[config.mk]
export PLATFORM = sky130hd
export DESIGN_NAME = load_store_unit
export DESIGN_NICKNAME = d
export VERILOG_FILES = /design/src/rtl/lsu_pkg.sv /design/src/rtl/load_extend.sv /design/src/rtl/load_store_unit.sv
export SDC_FILE = /design/constraint.sdc
export NUM_CORES = 1
export LEC_CHECK = 0
export ABC_AREA = 1
export CORE_MARGIN = 1.5
export CORE_UTILIZATION = 44
export CTS_CLUSTER_DIAMETER = 120
export CTS_CLUSTER_SIZE = 10
export DETAILED_ROUTE_END_ITERATION = 8
export PLACE_DENSITY = 0.92
export REMOVE_ABC_BUFFERS = 1
export SLEW_MARGIN = 10
export SYNTH_ARGS = -nofsm -noshare
export SYNTH_HDL_FRONTEND = slang
export SYNTH_SLANG_ARGS = --single-unit
export TNS_END_PERCENT = 100
[constraint.sdc]
create_clock -name clk -period 1.8 [get_ports clk]
set_input_delay 0.45 -clock clk [delete_from_list [all_inputs] [get_ports clk]]
set_output_delay 0.45 -clock clk [all_outputs]
set_load 0.1 [all_outputs]
[src/rtl/lsu_pkg.sv]
// rtl/lsu_pkg.sv - shared types and helpers for the load/store unit
package lsu_pkg;

  typedef enum logic [1:0] {
    SIZE_BYTE    = 2'd0,
    SIZE_HALF    = 2'd1,
    SIZE_WORD    = 2'd2,
    SIZE_ILLEGAL = 2'd3
  } mem_size_e;

  typedef enum logic [1:0] {
    ST_IDLE  = 2'd0,
    ST_LOAD  = 2'd1,
    ST_STORE = 2'd2,
    ST_RESP  = 2'd3
  } lsu_state_e;

  function automatic logic [3:0] size_to_bytes(input mem_size_e size);
    case (size)
      SIZE_BYTE: size_to_bytes = 4'd1;
      SIZE_HALF: size_to_bytes = 4'd2;
      SIZE_WORD: size_to_bytes = 4'd4;
      default:   size_to_bytes = 4'd0;
    endcase
  endfunction

  // Only the two low address bits matter for natural alignment up to a word.
  function automatic logic is_misaligned(input mem_size_e size, input logic [1:0] addr_lo);
    case (size)
      SIZE_HALF: is_misaligned = addr_lo[0];
      SIZE_WORD: is_misaligned = (addr_lo != 2'b00);
      default:   is_misaligned = 1'b0;
    endcase
  endfunction

endpackage

[src/rtl/load_extend.sv]
// rtl/load_extend.sv - sign/zero extension of LSB-aligned load data
module load_extend
  import lsu_pkg::*;
#(
  parameter int DATA_WIDTH = 32
) (
  input  logic [DATA_WIDTH-1:0] raw_data,
  input  mem_size_e             size,
  input  logic                  is_signed,
  output logic [DATA_WIDTH-1:0] ext_data
);

  always_comb begin
    ext_data = raw_data;
    case (size)
      SIZE_BYTE: ext_data = {{(DATA_WIDTH-8){is_signed & raw_data[7]}}, raw_data[7:0]};
      SIZE_HALF: ext_data = {{(DATA_WIDTH-16){is_signed & raw_data[15]}}, raw_data[15:0]};
      default:   ext_data = raw_data;
    endcase
  end

endmodule

[src/rtl/load_store_unit.sv]
// rtl/load_store_unit.sv - single-outstanding load/store unit with alignment check
module load_store_unit
  import lsu_pkg::*;
#(
  parameter int ADDR_WIDTH = 32,
  parameter int DATA_WIDTH = 32,
  parameter int TAG_WIDTH  = 5
) (
  input  logic                                clk,
  input  logic                                rst,
  input  logic                                req_valid,
  output logic                                req_ready,
  input  logic                                req_is_store,
  input  logic [1:0]                          req_size,
  input  logic                                req_signed,
  input  logic [ADDR_WIDTH-1:0]               req_addr,
  input  logic [DATA_WIDTH-1:0]               req_wdata,
  input  logic [TAG_WIDTH-1:0]                req_tag,
  output logic                                resp_valid,
  input  logic                                resp_ready,
  output logic [DATA_WIDTH-1:0]               resp_data,
  output logic [TAG_WIDTH-1:0]                resp_tag,
  output logic                                resp_fault,
  output logic [ADDR_WIDTH-1:0]               fetch_addr,
  input  logic [DATA_WIDTH-1:0]               fetched_data,
  input  logic                                fetch_done,
  output logic [ADDR_WIDTH-1:0]               write_addr,
  output logic [DATA_WIDTH-1:0]               write_data,
  output logic [$clog2(DATA_WIDTH/8):0]       bytes_to_write,
  output logic                                write_data_valid,
  input  logic                                write_done
);

  localparam int BTW_W = $clog2(DATA_WIDTH/8) + 1;

  lsu_state_e            state_q, state_d;
  mem_size_e             size_q, size_d;
  logic                  signed_q, signed_d;
  logic [ADDR_WIDTH-1:0] addr_q, addr_d;
  logic [DATA_WIDTH-1:0] wdata_q, wdata_d;
  logic [TAG_WIDTH-1:0]  tag_q, tag_d;
  logic [ADDR_WIDTH-1:0] fetch_addr_q, fetch_addr_d;
  logic [DATA_WIDTH-1:0] resp_data_q, resp_data_d;
  logic                  fault_q, fault_d;

  logic [DATA_WIDTH-1:0] ext_data;
  mem_size_e             in_size;
  logic                  in_fault;

  assign in_size  = mem_size_e'(req_size);
  assign in_fault = (in_size == SIZE_ILLEGAL) || is_misaligned(in_size, req_addr[1:0]);

  load_extend #(.DATA_WIDTH(DATA_WIDTH)) u_load_extend (
    .raw_data  (fetched_data),
    .size      (size_q),
    .is_signed (signed_q),
    .ext_data  (ext_data)
  );

  always_comb begin
    state_d      = state_q;
    size_d       = size_q;
    signed_d     = signed_q;
    addr_d       = addr_q;
    wdata_d      = wdata_q;
    tag_d        = tag_q;
    fetch_addr_d = fetch_addr_q;
    resp_data_d  = resp_data_q;
    fault_d      = fault_q;
    case (state_q)
      ST_IDLE: begin
        if (req_valid) begin
          size_d      = in_size;
          signed_d    = req_signed;
          addr_d      = req_addr;
          wdata_d     = req_wdata;
          tag_d       = req_tag;
          resp_data_d = '0;
          fault_d     = in_fault;
          if (in_fault) begin
            state_d = ST_RESP;
          end else if (req_is_store) begin
            state_d = ST_STORE;
          end else begin
            // fetch_addr only moves when a real load is issued, so it holds otherwise.
            fetch_addr_d = req_addr;
            state_d      = ST_LOAD;
          end
        end
      end
      ST_LOAD: begin
        if (fetch_done) begin
          resp_data_d = ext_data;
          state_d     = ST_RESP;
        end
      end
      ST_STORE: begin
        if (write_done) state_d = ST_RESP;
      end
      ST_RESP: begin
        if (resp_ready) state_d = ST_IDLE;
      end
      default: state_d = ST_IDLE;
    endcase
  end

  always_ff @(posedge clk) begin
    if (rst) begin
      state_q      <= ST_IDLE;
      size_q       <= SIZE_BYTE;
      signed_q     <= 1'b0;
      addr_q       <= '0;
      wdata_q      <= '0;
      tag_q        <= '0;
      fetch_addr_q <= '0;
      resp_data_q  <= '0;
      fault_q      <= 1'b0;
    end else begin
      state_q      <= state_d;
      size_q       <= size_d;
      signed_q     <= signed_d;
      addr_q       <= addr_d;
      wdata_q      <= wdata_d;
      tag_q        <= tag_d;
      fetch_addr_q <= fetch_addr_d;
      resp_data_q  <= resp_data_d;
      fault_q      <= fault_d;
    end
  end

  assign req_ready        = (state_q == ST_IDLE);
  assign resp_valid       = (state_q == ST_RESP);
  assign resp_data        = resp_data_q;
  assign resp_tag         = tag_q;
  assign resp_fault       = fault_q;
  assign fetch_addr       = fetch_addr_q;
  assign write_data_valid = (state_q == ST_STORE);
  assign write_addr       = write_data_valid ? addr_q : '0;
  assign write_data       = write_data_valid ? wdata_q : '0;
  assign bytes_to_write   = write_data_valid ? BTW_W'(size_to_bytes(size_q)) : '0;

endmodule

==> results.cfg <==
[run_status]
status = complete, but fails checks
violations = negative setup slack

[worst_hold_path]
hold_class = flip-flop to flip-flop
min_from = addr_q[10]

[logic_synthesis]
syn_inst = 931
ys_ff_latch = 139
ys_warn_count = 0
synthTopCellsByArea = dfxtp_1 (44%), nand2_1 (12%), nor2_1 (11%)
yosysSeqAreaShare_pct = 44.3
synth_area_mm2 = 0.00628
yosysTopAreaCell = dfxtp_1
yosysTopAreaCellShare_pct = 44.3
synth_cell_type_count = 28
syn_area_per_cell_um2 = 6.75

[placed_design]
hpwl_mm = 15.7
place_ws_ns = -0.332
gp_congestion = 0.786
portBuffers = 250
placed_cell_area_mm2 = 0.0106

[job]
max_cap_viol_count = 0

[clocking]
clk_pin_slew_worst_paths_ns = 0.06
clk_latency_ns = 0.42
root_buffer = clkbuf_16
clockBufferDepth = 2
cts_tree = done
h-tree-depth = 4
cts_buffers = 17
clock-sinks = 139

[critical_path]
rrSetupSlack_ns = -0.08
cp.required_ns = 1.35
cp_common_cell = buf_12
cp_max_fo = 8
cp_top_family = buffers and inverters
r2r_start = state_q[1]
critical_path.startpoint = state_q[0]
cp-start-kind = flip-flop
worstSetupPathType = flip-flop to output port
cp_num_buf_inv = 6
worstPathCellList = inv_2 > ha_4 > buf_12 > buf_12 > buf_16 > nand2_2 > inv_2 > buf_12
crit_slowest_cell = dfxtp_2
end_kind = output port
cpPeakStageDelay_ns = 0.33
crit_arrival_ns = 1.75

[die]
rows = 43
core_mm2 = 0.0139
dieArea_mm2 = 0.0150
fp.dieH_um = 123
fp.dieW_um = 123
start_util_pct = 45.1
io_pins = 251

[route]
via_per_inst = 5.41
antenna_left = 0
dr_total_vias = 7585
firstDrtPassIters = 8
drc = 0
drtIter0Drc = 607
wl_per_cell_um = 20.0
wl_mm = 28.0

[finish]
final_nets = 1327
drive_gt1_share_pct = 33.7
final_cell_mix = nor2_1 (174), buf_12 (158), nand2_1 (140)
multi_input_area_mm2 = 0.00302
antenna-diode-count = 0
final_common_cell = nor2_1
areaGrowthSynthToFinish_pct = 92.6
fill_cells = 594
seq_area_mm2 = 0.00279
final_cell_area_mm2 = 0.0121

[sta]
setup_viol_count_final = 102
worst_slack_ns = -0.401
rsz0062_at_grt = yes
setup_tns_ns = -21.46
drv_slew = 0
max_freq_mhz = 454
max_slew_margin_pct = 59.2
fin_crit_ns = 2.20
finalCritPeriodShare_pct = 122
tightest_slew_ns = 0.613
fin_skew_ns = 0.00722
finalHoldViolCount = 0
whs_ns = 0.497

[power_and_ir_drop]
ir_drop_mv = 1.11
power.density_mw_per_mm2 = 1470
total_power_w = 0.0178
cellLeakagePower_nw = 5.69

[grt]
grt_overflow = 0
grt_max_degree = 52
grt_pass1_wl_mm = 39.2
grt_antenna_before_repair = 0
track_usage_pct = 34.2
grt_pass1_vias = 7544
==> worst register-to-register path, delay by kind of cell, from the launching register on <==
kind	cells	cell delay, ns
buffers and inverters	4	0.60
AOI/OAI and AO/OA	2	0.38
DFF	1	0.34
adders and majority gates	1	0.27
and+or+nand+nor	2	0.21
==> layout make-up <==
cell class | instances | area share, %
timing repair buffer | 316 | 39.4
multi-input combinational | 569 | 24.9
sequential | 139 | 23.0
inverter | 165 | 5.61
clock buffer | 20 | 3.77
tap | 180 | 1.86
clock inverter | 12 | 1.40
==> state kept, by name, summed over array words and instances (netlist names) <==
signal	count
addr_q	32
fetch_addr	32
resp_data	32
resp_fault	1
resp_tag	5
signed_q	1
size_q	2
state_q	2
wdata_q	32
==> logic make-up after synthesis <==
| kind of cell | synth area share, % |
|---|---|
| flip-flops | 44.3 |
| buffers and inverters | 14.2 |
| AND/OR/NAND/NOR | 32.1 |
| adder cells (fa/ha/maj) | 1.59 |
| AO/OA/AOI/OAI | 7.84 |
==> report_power, final <==
part	total [W]	leakage, nW	internal, W	switching [W]
clock network	0.00375	0.306	0.00238	0.00137
registers	0.00442	1.14	0.00372	0.000703
logic	0.00964	4.24	0.00352	0.00612
==> Yosys cell counts, drive strengths merged <==
library cell / number
nand2: 206
nor2: 179
inv: 163
dfxtp: 139
o21ai: 43
a21oi: 36
nor3: 34
nand4: 33
buf: 31
clkbuf: 27
nand3: 21
ha: 8
o211ai: 8
clkinv: 2
or2: 1
==> metrics by stage <==
step | util [%] | instances
detailed placement | 76.3 | 1350
finish | 86.9 | 1401
global placement | 76.3 | 1350
floorplan | - | 873
global route | 86.9 | 1401
CTS | 84.4 | 1395
==> final timing paths <==
kind                    end  depth (start not counted)
max          write_data[22]                          8
min              addr_q[10]                          2
max reg2reg   resp_data[31]                          9
min reg2reg      addr_q[10]                          2
==> routing by layer <==
metal	vias up	global-route usage [%]	share of wire, %
met5	-	0	0
met4	0	19.8	6.4
met3	152	9.76	9.2
met2	513	60.5	50
met1	3548	36.1	35
li1	3372	-	-
==> what timing repair did <==
| item | 4_1_cts | 5_1_grt |
|---|---|---|
| pin swaps | 17 | 14 |
| hold buffers | 0 | 0 |
| gates cloned | 4 | 4 |
| setup endpoints to repair | 69 | 109 |
| resized for setup | 146 | 74 |
| setup buffers | 9 | 4 |
Power figures use the tool's default switching activity.
